File: src/rtl/uart_rx_pkg.sv
// Shared types and helpers for the UART RX frame timer.
// Holds the phase and state encodings plus the frame-length calculation.
package uart_rx_pkg;

    typedef enum logic [1:0] {
        PH_START  = 2'd0,
        PH_DATA   = 2'd1,
        PH_PARITY = 2'd2,
        PH_STOP   = 2'd3
    } phase_t;

    typedef enum logic {
        ST_IDLE = 1'b0,
        ST_RUN  = 1'b1
    } state_t;

    localparam int unsigned MIN_PRESCALE  = 4;
    localparam int unsigned MIN_DATA_BITS = 5;

    // Start bit + data bits + optional parity + one or two stop bits.
    function automatic int unsigned frameLength(input int unsigned dataBits,
                                                input logic        parityEn,
                                                input logic        twoStop);
        return 32'd1 + dataBits + {31'd0, parityEn} + (twoStop ? 32'd2 : 32'd1);
    endfunction

endpackage

File: src/rtl/uart_rx_cfg_latch.sv
// Clamps the run-time frame configuration and captures it on frame start.
// Stores derived values (last edge, mid edge, last bit) so the timer only compares.
module uart_rx_cfg_latch
    import uart_rx_pkg::*;
#(
    parameter int PRESCALE_MAX   = 32,
    parameter int DATA_WIDTH_MAX = 8,
    localparam int PW = $clog2(PRESCALE_MAX) + 1,
    localparam int EW = $clog2(PRESCALE_MAX),
    localparam int DW = $clog2(DATA_WIDTH_MAX + 1),
    localparam int BW = $clog2(DATA_WIDTH_MAX + 4)
) (
    input  logic          i_clk,
    input  logic          i_rst,
    input  logic          i_load,
    input  logic [PW-1:0] i_prescale,
    input  logic [DW-1:0] i_data_bits,
    input  logic          i_parity_en,
    input  logic          i_two_stop,
    output logic [EW-1:0] o_lastEdge,
    output logic [EW-1:0] o_midEdge,
    output logic [DW-1:0] o_dataBits,
    output logic          o_parityEn,
    output logic [BW-1:0] o_lastBit
);

    logic [PW-1:0] w_prescale;
    logic [DW-1:0] w_dataBits;
    int unsigned   w_frameLen;

    logic [EW-1:0] r_lastEdge;
    logic [EW-1:0] r_midEdge;
    logic [DW-1:0] r_dataBits;
    logic          r_parityEn;
    logic [BW-1:0] r_lastBit;

    always_comb begin
        w_prescale = i_prescale;
        if (i_prescale < PW'(MIN_PRESCALE)) begin
            w_prescale = PW'(MIN_PRESCALE);
        end else if (i_prescale > PW'(PRESCALE_MAX)) begin
            w_prescale = PW'(PRESCALE_MAX);
        end

        w_dataBits = i_data_bits;
        if (i_data_bits < DW'(MIN_DATA_BITS)) begin
            w_dataBits = DW'(MIN_DATA_BITS);
        end else if (i_data_bits > DW'(DATA_WIDTH_MAX)) begin
            w_dataBits = DW'(DATA_WIDTH_MAX);
        end
    end

    assign w_frameLen = frameLength(32'(w_dataBits), i_parity_en, i_two_stop);

    always_ff @(posedge i_clk) begin
        if (i_rst) begin
            r_lastEdge <= '0;
            r_midEdge  <= '0;
            r_dataBits <= '0;
            r_parityEn <= 1'b0;
            r_lastBit  <= '0;
        end else if (i_load) begin
            r_lastEdge <= EW'(w_prescale - PW'(1));
            r_midEdge  <= EW'(w_prescale >> 1);
            r_dataBits <= w_dataBits;
            r_parityEn <= i_parity_en;
            r_lastBit  <= BW'(w_frameLen - 32'd1);
        end
    end

    assign o_lastEdge = r_lastEdge;
    assign o_midEdge  = r_midEdge;
    assign o_dataBits = r_dataBits;
    assign o_parityEn = r_parityEn;
    assign o_lastBit  = r_lastBit;

endmodule

File: src/rtl/uart_rx_frame_timer.sv
// UART RX frame timer: counts oversample ticks per bit and bits per frame, decoding strobes and phase.
// Optional 3-point majority-vote strobe is enabled by defining UART_RX_FRAME_TIMER_MAJORITY_EN.
module uart_rx_frame_timer
    import uart_rx_pkg::*;
#(
    parameter int PRESCALE_MAX   = 32,
    parameter int DATA_WIDTH_MAX = 8,
    localparam int PW = $clog2(PRESCALE_MAX) + 1,
    localparam int EW = $clog2(PRESCALE_MAX),
    localparam int DW = $clog2(DATA_WIDTH_MAX + 1),
    localparam int BW = $clog2(DATA_WIDTH_MAX + 4)
) (
    input  logic          i_clk,
    input  logic          i_rst,
    input  logic          i_tick,
    input  logic          i_start,
    input  logic          i_abort,
    input  logic [PW-1:0] i_prescale,
    input  logic [DW-1:0] i_data_bits,
    input  logic          i_parity_en,
    input  logic          i_two_stop,
    output logic          o_busy,
    output logic [EW-1:0] o_edge_count,
    output logic [BW-1:0] o_bit_count,
    output logic [1:0]    o_phase,
    output logic          o_sample_strobe,
    output logic          o_bit_done,
    output logic          o_frame_done
`ifdef UART_RX_FRAME_TIMER_MAJORITY_EN
    ,
    output logic          o_vote_strobe
`endif
);

    state_t        r_state;
    state_t        w_nextState;
    logic [EW-1:0] r_edgeCount;
    logic [EW-1:0] w_nextEdge;
    logic [BW-1:0] r_bitCount;
    logic [BW-1:0] w_nextBit;

    logic [EW-1:0] w_lastEdge;
    logic [EW-1:0] w_midEdge;
    logic [DW-1:0] w_dataBits;
    logic          w_parityEn;
    logic [BW-1:0] w_lastBit;

    logic          w_load;
    logic          w_active;
    logic          w_bitDone;
    logic          w_frameDone;
    phase_t        w_phase;

    // Abort beats start, so a simultaneous pair must not disturb the shadow config either.
    assign w_load = i_start & ~i_abort;

    uart_rx_cfg_latch #(
        .PRESCALE_MAX  (PRESCALE_MAX),
        .DATA_WIDTH_MAX(DATA_WIDTH_MAX)
    ) u_cfg (
        .i_clk      (i_clk),
        .i_rst      (i_rst),
        .i_load     (w_load),
        .i_prescale (i_prescale),
        .i_data_bits(i_data_bits),
        .i_parity_en(i_parity_en),
        .i_two_stop (i_two_stop),
        .o_lastEdge (w_lastEdge),
        .o_midEdge  (w_midEdge),
        .o_dataBits (w_dataBits),
        .o_parityEn (w_parityEn),
        .o_lastBit  (w_lastBit)
    );

    assign w_active    = (r_state == ST_RUN) & i_tick;
    assign w_bitDone   = w_active & (r_edgeCount == w_lastEdge);
    assign w_frameDone = w_bitDone & (r_bitCount == w_lastBit);

    always_ff @(posedge i_clk) begin
        if (i_rst) begin
            r_state     <= ST_IDLE;
            r_edgeCount <= '0;
            r_bitCount  <= '0;
        end else begin
            r_state     <= w_nextState;
            r_edgeCount <= w_nextEdge;
            r_bitCount  <= w_nextBit;
        end
    end

    // Priority: abort, then (re)start, then the normal tick-driven count.
    always_comb begin
        w_nextState = r_state;
        w_nextEdge  = r_edgeCount;
        w_nextBit   = r_bitCount;
        if (i_abort) begin
            w_nextState = ST_IDLE;
            w_nextEdge  = '0;
            w_nextBit   = '0;
        end else if (i_start) begin
            w_nextState = ST_RUN;
            w_nextEdge  = '0;
            w_nextBit   = '0;
        end else if (w_active) begin
            if (w_frameDone) begin
                w_nextState = ST_IDLE;
                w_nextEdge  = '0;
                w_nextBit   = '0;
            end else if (w_bitDone) begin
                w_nextEdge  = '0;
                w_nextBit   = r_bitCount + BW'(1);
            end else begin
                w_nextEdge  = r_edgeCount + EW'(1);
            end
        end
    end

    always_comb begin
        w_phase = PH_STOP;
        if (r_bitCount == '0) begin
            w_phase = PH_START;
        end else if (r_bitCount <= BW'(w_dataBits)) begin
            w_phase = PH_DATA;
        end else if (w_parityEn && (r_bitCount == BW'(w_dataBits) + BW'(1))) begin
            w_phase = PH_PARITY;
        end
    end

    assign o_busy          = (r_state == ST_RUN);
    assign o_edge_count    = r_edgeCount;
    assign o_bit_count     = r_bitCount;
    assign o_phase         = w_phase;
    assign o_sample_strobe = w_active & (r_edgeCount == w_midEdge);
    assign o_bit_done      = w_bitDone;
    assign o_frame_done    = w_frameDone;

`ifdef UART_RX_FRAME_TIMER_MAJORITY_EN
    assign o_vote_strobe = w_active & ((r_edgeCount == w_midEdge - EW'(1)) |
                                       (r_edgeCount == w_midEdge) |
                                       (r_edgeCount == w_midEdge + EW'(1)));
`endif

endmodule

File: config.mk
export PLATFORM = sky130hd
export DESIGN_NAME = uart_rx_frame_timer
export DESIGN_NICKNAME = d
export VERILOG_FILES = /design/src/rtl/uart_rx_pkg.sv /design/src/rtl/uart_rx_cfg_latch.sv /design/src/rtl/uart_rx_frame_timer.sv
export SDC_FILE = /design/constraint.sdc
export NUM_CORES = 1
export LEC_CHECK = 0
export ABC_CLOCK_PERIOD_IN_PS = 2350
export CAP_MARGIN = 10
export CORE_UTILIZATION = 52
export DETAILED_ROUTE_END_ITERATION = 8
export HOLD_SLACK_MARGIN = 0.1
export PLACE_DENSITY_LB_ADDON = 0.25
export SYNTH_ARGS = -nofsm -noshare
export SYNTH_HDL_FRONTEND = slang
export SYNTH_SLANG_ARGS = --single-unit
File: constraint.sdc
create_clock -name i_clk -period 2.35 [get_ports i_clk]
set_input_delay 0.3525 -clock i_clk [delete_from_list [all_inputs] [get_ports i_clk]]
set_output_delay 0.3525 -clock i_clk [all_outputs]
set_load 0.01 [all_outputs]
== Word level (Yosys, flattened, before mapping) ==
Index checks and enable logic that the tools add are counted.
Word-level totals
  output and inout port bits: 15
  bits in registers: 29
  logic and storage cells: 55
  input bits: 17
Operators by class
  $add $sub $neg: 8
  bitwise logic cells: 6
  reductions and logical operators: 9
  eq/ne operators: 4
  order comparisons: 5
  mux-type cells: 15
Operators by type and width (number)
  4-bit two-way mux: 4
  6-bit two-way mux: 2
  5-bit == test: 2
  5-bit two-way mux: 2
  4-bit by 1-bit adder with 4-bit output (second input constant): 2
  4-bit == test: 2
  6-bit greater-than comparator (second input constant): 1
  6-bit by 3-bit < comparator with 1-bit output (second input constant): 1
  2-bit two-way mux: 3
  2-bit nonzero test: 3
  5-bit by 1-bit adder with 5-bit output (second input constant): 1
  1-bit AND: 5
  5-bit by 1-bit subtractor with 5-bit output (second input constant): 1
  1-bit by 4-bit adder with 4-bit output (first input constant): 1
  4-bit by 1-bit adder with 4-bit output: 1
  4-bit adder: 1
  4-bit greater-than comparator (second input constant): 1
  4-bit <= comparator: 1
  4-bit zero test: 1
  4-bit by 3-bit < comparator with 1-bit output (second input constant): 1
  1-bit two-way mux: 4
  2-bit AND reduction: 2
  4-bit by 1-bit subtractor with 4-bit output (second input constant): 1
  3-bit OR reduction: 1
  other kinds (3): 3

== Logic depth before layout (Yosys ltp) ==
Gate-level depths: netlist (run 1).
  depth in word-level cells: 7
  mapped depth: 7
  depth with buffers taken out: 7

== Modules after synthesis ==
Synthesis (run 1) repeated with hierarchy kept, for this count alone.
Second synthesis, totals
  cell total of the unflattened synthesis: 193
  area total of the unflattened synthesis: 1729.2 µm²
Modules (own cells, without submodules)
  uart_rx_cfg_latch: instances 1, sequential area each 380.4 µm², cells each 93, area an instance 875.8 µm²
  uart_rx_frame_timer: instances 1, sequential area each 200.2 µm², cells each 100, area an instance 853.3 µm²

== Worst setup path before layout (run 1) ==
OpenSTA, ideal clock, no wires.
  path kind: register -> output
  start point: register r_edgeCount[2] (netlist: o_edge_count[2])
  end point: output port o_frame_done
  required time: 1.997 ns
  arrival: 1.492 ns
  path buffers: 2
  cell stages (with the launch flop): 6
  slack: 0.505 ns
  path through: dfxtp_1 -> buf_6 -> xor2_1 -> or4_4 -> buf_6 -> nor3_4
On the way
  longest elaborated chain between the ends: 3
Ends and longest elaborated chain
  from (decl): RTL line uart_rx_frame_timer.sv:37  | logic [EW-1:0] r_edgeCount;
  from (signal assigned): RTL line uart_rx_frame_timer.sv:86  | r_edgeCount <= w_nextEdge;
  5-bit == test: RTL line uart_rx_frame_timer.sv:76  | assign w_bitDone = w_active & (r_edgeCount == w_lastEdge);
  1-bit AND: RTL line uart_rx_frame_timer.sv:76
  1-bit AND: RTL line uart_rx_frame_timer.sv:77  | assign w_frameDone = w_bitDone & (r_bitCount == w_lastBit);
  to (decl): RTL line uart_rx_frame_timer.sv:28  | output logic o_frame_done
No other way between the ends.

== Worst setup path in the final report (run 1) ==
  start point: register r_edgeCount[1] (netlist: o_edge_count[1])
  end point: output port o_frame_done
The elaborated chain is that of the path after synthesis.

==> results of run 1 <==
==> worst max-delay path, cell delays in order, from the launching register on <==
cell     delay, ns
dfxtp_1       0.33
xor2_1        0.17
or4_4         0.56
buf_4         0.18
nor3_4        0.18
buf_2         0.15
==> metal layers <==
metal | vias up | GRT usage | routed length, µm
met1 | 726 | 0.325 | 1830
met5 | - | 0 | 0
li1 | 818 | - | -
met3 | 2 | 0.0611 | 178
met2 | 48 | 0.340 | 1600
met4 | 0 | 0.0680 | 32
==> state kept, by name (all words and copies together), names as in the netlist <==
name and count:
o_edge_count 5, u_cfg.o_midEdge 5, u_cfg.o_dataBits 4, o_busy 1
u_cfg.o_lastBit 4, o_bit_count 4, u_cfg.o_parityEn 1, u_cfg.o_lastEdge 5
==> cells in the mapped netlist, drive strengths merged (3+ instances only) <==
master	instances
inv	6
xnor2	12
o211ai	3
nor3b	3
dfxtp	29
nor2	17
clkbuf	3
a21oi	17
a31oi	3
nand4	7
buf	5
nor3	9
nand2	32
nor2b	3
o21ai	7
xor2	11
ha	10
==> final cells by class <==
type	instances	share of cell area
clock buffer	7	0.0248
inverter	6	0.0101
multi-input combinational	162	0.483
sequential	29	0.262
tap	44	0.0248
timing repair buffer	47	0.195
==> worst paths after layout <==
| kind | cells past startpoint | end | slack [ns] | startpoint |
|---|---|---|---|---|
| hold reg to reg | 2 | u_cfg.o_parityEn$_SDFFE_PP0P_ | 0.46 | u_cfg.o_parityEn$_SDFFE_PP0P_ |
| setup / recovery | 5 | o_frame_done | 0.08 | o_edge_count[1]$_SDFFE_PP0P_ |
| setup reg to reg | 4 | o_bit_count[3]$_SDFFE_PP0P_ | 0.61 | u_cfg.o_lastEdge[4]$_SDFFE_PP0P_ |
| hold / removal | 2 | u_cfg.o_parityEn$_SDFFE_PP0P_ | 0.46 | u_cfg.o_parityEn$_SDFFE_PP0P_ |
==> kinds of logic after synthesis <==
group / Yosys count / synth area share
and+or+nand+nor: 86 / 0.258
adders and majority gates: 12 / 0.0961
AOI/OAI and AO/OA: 41 / 0.151
xor gates and xnor gates: 23 / 0.117
buffers and inverters: 14 / 0.0393
DFF: 29 / 0.338
==> timing repair <==
| action | in CTS | in global routing |
|---|---|---|
| endpoints found under the hold margin | 0 | 0 |
| setup endpoints to repair | 4 | 0 |
| gates resized for setup | 9 | 0 |
| setup buffers | 1 | 0 |
==> stage by stage <==
step	instances	total power [µW]	utilization	area [µm²]	hold WS (ns)
4_1_cts	295	1040	0.717	2220	0.466
2_1_floorplan	205	653	-	1720	0.432
5_1_grt	295	1080	0.717	2220	0.479
3_3_place_gp	287	718	0.697	2160	0.447
6_report	295	1030	0.717	2220	0.463
3_5_place_dp	287	721	0.697	2160	0.452
==> report_power, final <==
part	switching (µW)	internal, µW	total [µW]
combinational	99.7	92.7	192
clock	172	141	313
sequential	14.2	510	524
total	286	743	1030
==> flow_metrics.tcl, run 1 <==
set metrics [dict create \
    status "finished clean" \
    diodes 0 \
    pwr_density_cell_nw_per_um2 463 \
    ys_async_sr_fraction 0 \
    fmax_mhz 441 \
    nets 280 \
    end_kind "primary output" \
    grt_pass1_vias 1369 \
    drv_cap 0 \
    syn_inst 205 \
    synth.top_cell.area_share 0.338 \
    setup_violations 0 \
    worstSetupPathType "reg2out" \
    syn_avg_cell_area_um2 8.38 \
    syn2layout_area_growth_pct 29.4 \
    syn-cell-area_um2 1720 \
    io_pins 32 \
    die_w_um 59.5 \
    ant_nets 0 \
    coreArea_um2 3100 \
    finalMaxSlewViolations 0 \
    rsz0062_at_grt "no" \
    worst_pin_slew_ns 0.678 \
    cts.hold.buffers_added 0 \
    gp_congestion 0.792 \
    regArea_um2 582 \
    yosysTopAreaCell "dfxtp_1" \
    antenna_found_initial 0 \
    slew_headroom 0.544 \
    htree_levels 2 \
    tns_ns 0 \
    cts_max_path_buffers 2 \
    hpwl_um 2720 \
    period_needed_ns 2.27 \
    dr.pass1.iters 4 \
    grt_util_all_layers 0.230 \
    ys.warnings.count 0 \
    crit_required_ns 2.00 \
    setup_ws_ns 0.0835 \
    drive_gt1_frac 0.131 \
    cp-start-kind "flip-flop" \
    grt_overflow_total 0 \
    drt-vias-per-instance 5.40 \
    cts.sinks 29 \
    start_util 0.554 \
    tritoncts "built" \
    num_vias 1594 \
    power_leakage_uw 0.000880 \
    drt-total-wl_um 3640 \
    fin_crit_sh 0.964 \
    finalClockSkew_ns 0.00591 \
    layout_common_cells "nand2_1, dfxtp_1, clkdlybuf4s50_1, a21oi_1, nor2_1" \
    grt_pass1_wl_um 6130 \
    clk_pin_slew_ns 0.09 \
    synth-seq-cells 29 \
    detail_route.wl_per_cell_um 12.3 \
    hold_path.class "reg2reg" \
    worstPathMaxFanout 6 \
    detailedPlace.worstSlack_ns 0.0457 \
    cts_root_buf "clkbuf_4" \
    drt_iter0_drc 109 \
    cts_buffers 5 \
    ys_seq_area_frac 0.338 \
    layout_commonest_cell "nand2_1" \
    rows 20 \
    die_h_um 59.5 \
    synth_edf_count 0 \
    clk_latency_ns 0.33 \
    grt_max_degree 24 \
    hold_viol 0 \
    nFillCells 273 \
    multi_input_area_um2 1070 \
    drcViolationCount 0 \
    critical_path_arrival_ns 1.91 \
    max-vdd-ir-drop_uv 348 \
    dieArea_um2 3540 \
    synth.distinct_cells 39 \
    synthFlopType "dfxtp_1" \
    syn-num-nets 234 \
    yosys-top-cells-area "dfxtp_1, ha_1, nand2_1, xnor2_1, xor2_1" \
    portBuffers 31 \
]
(Power assumes the default switching activity.)
==> run 2, diff against run 1 <==
Settings changed: CTS_CLUSTER_DIAMETER set to 150, GPL_TIMING_DRIVEN set to 0.
==> run 2 against run 1 <==
Global-route usage hardly changed. Fmax rose by 3.0%. Clock skew is 0.010 ns higher. Largest power group unchanged. Critical endpoint unchanged. Sequential power is essentially flat. Highest routed layer unchanged. Die area unchanged. Count of clock-buffer cells in the layout decreased by 1.
==> flow_metrics.tcl, run 2 (same netlist as run 1, synthesis figures left out) <==
set metrics [dict create \
    status "finished clean" \
    grt_max_degree 11 \
    fmax_mhz 454 \
    coreArea_um2 3100 \
    io_pins 32 \
    setup_violations 0 \
    drt-total-wl_um 3420 \
    die_w_um 59.5 \
    cts_root_buf "clkbuf_4" \
    period_needed_ns 2.20 \
    nFillCells 288 \
    grt_pass1_vias 1305 \
    layout_commonest_cell "nand2_1" \
    drcViolationCount 0 \
    hold_viol 0 \
    fin_crit_sh 0.937 \
    cts.sinks 29 \
    cp_num_buf_inv 1 \
    path_cells "xor2_1 -> or4_4 -> nor3_4 -> buf_2" \
    whs_ns 0.465 \
    rows 20 \
    htree_levels 2 \
    drive_gt1_frac 0.115 \
    post-cts-setup-buffers 0 \
    cts.hold.buffers_added 0 \
    critical_path.max_stage_delay_ns 0.57 \
    critical_path_arrival_ns 1.85 \
    finalMaxSlewViolations 0 \
    cts_buffers 5 \
    worstPathMaxFanout 7 \
    clk_pin_slew_ns 0.11 \
    detail_route.wl_per_cell_um 11.9 \
    drt_iter0_drc 100 \
    placed_area_um2 2080 \
    cp-start-kind "flip-flop" \
    cts_max_path_buffers 2 \
    cp_slowest_cell "or4_4" \
    hpwl_um 2610 \
    die_h_um 59.5 \
    ant_nets 0 \
    hold_path.class "reg2reg" \
    end_kind "primary output" \
    dr.pass1.iters 4 \
    layout_common_cells "nand2_1, clkdlybuf4s50_1, dfxtp_1, a21oi_1, nor2_1" \
    placed_cells 280 \
    grt_pass1_wl_um 5930 \
    tritoncts "built" \
    power_leakage_uw 0.000822 \
    num_vias 1497 \
    antenna_found_initial 0 \
    finalInstanceArea_um2 2170 \
    grt_overflow_total 0 \
    dieArea_um2 3540 \
    crit_required_ns 2.00 \
    clk_latency_ns 0.34 \
    grt_util_all_layers 0.230 \
    pwr_density_cell_nw_per_um2 527 \
    finalClockSkew_ns 0.0160 \
    syn2layout_area_growth_pct 26.1 \
    diodes 0 \
    drv_cap 0 \
    portBuffers 31 \
    worstSetupPathType "reg2out" \
    slew_headroom 0.513 \
    crit_family "simple AND/OR/NAND/NOR gates" \
    nets 271 \
    stdcell_count 287 \
    start_util 0.554 \
    rsz0062_at_grt "no" \
    gp_congestion 0.791 \
    max-vdd-ir-drop_uv 398 \
    worst_pin_slew_ns 0.724 \
    drt-vias-per-instance 5.22 \
]
run 2: changes by cell type in the layout (fill, tap and decap cells not counted), sizes merged:
cell / change
buf: -11
clkinvlp: +1
clkbuf: +2
dlygate4sd2: -1
bufinv: +1
run 2: layout make-up:
cell class | count | area, µm² | area share
plain buffers | 7 | 33.8 | 0.0156
clock buffers | 6 | 51.3 | 0.0237
clock inverters | 2 | 37.5 | 0.0173
inverters | 6 | 22.5 | 0.0104
multi-input cells | 162 | 1070 | 0.496
flip-flops and latches | 29 | 593 | 0.274
well taps | 44 | 55.1 | 0.0254
repair buffers | 31 | 298 | 0.137
run 2: layer usage:
metal,GRT usage,part of all wire,up-vias
met3,0.0742,0.045,7
met5,0,0,-
met4,0.105,0.017,0
li1,-,-,795
met2,0.318,0.41,41
met1,0.321,0.52,654
run 2: worst paths after layout:
path,end,depth (start not counted),slack [ns],startpoint
max,o_frame_done,4,0.15,o_edge_count[3]$_SDFFE_PP0P_
min,u_cfg.o_parityEn$_SDFFE_PP0P_,2,0.46,u_cfg.o_parityEn$_SDFFE_PP0P_
max reg2reg,o_bit_count[3]$_SDFFE_PP0P_,5,0.48,o_edge_count[2]$_SDFFE_PP0P_
min reg2reg,u_cfg.o_parityEn$_SDFFE_PP0P_,2,0.46,u_cfg.o_parityEn$_SDFFE_PP0P_
run 2: worst min-delay path: stages (launching register included):
cell	delay, ns
dfxtp_1	0.33
nand2_1	0.05
a21oi_1	0.05
run 2: where the power goes:
group / internal, µW / switching [µW] / total, µW
logic: 82.5 / 97.0 / 180
clock network: 253 / 188 / 441
registers: 509 / 13.1 / 522
run 2: repair_timing:
item,4_1_cts,5_1_grt
gates resized for setup,17,4
setup endpoints to repair,4,5
pin swaps,0,2
run 2: through the flow:
stage	util	setup WS (ns)	TNS [ns]	total power, µW
2_1_floorplan	-	0.505	0	653
3_3_place_gp	0.671	-0.0680	-0.132	716
3_5_place_dp	0.671	-0.0518	-0.104	719
4_1_cts	0.700	0.0335	0	1150
5_1_grt	0.698	0.00130	0	1210
6_report	0.698	0.149	0	1140
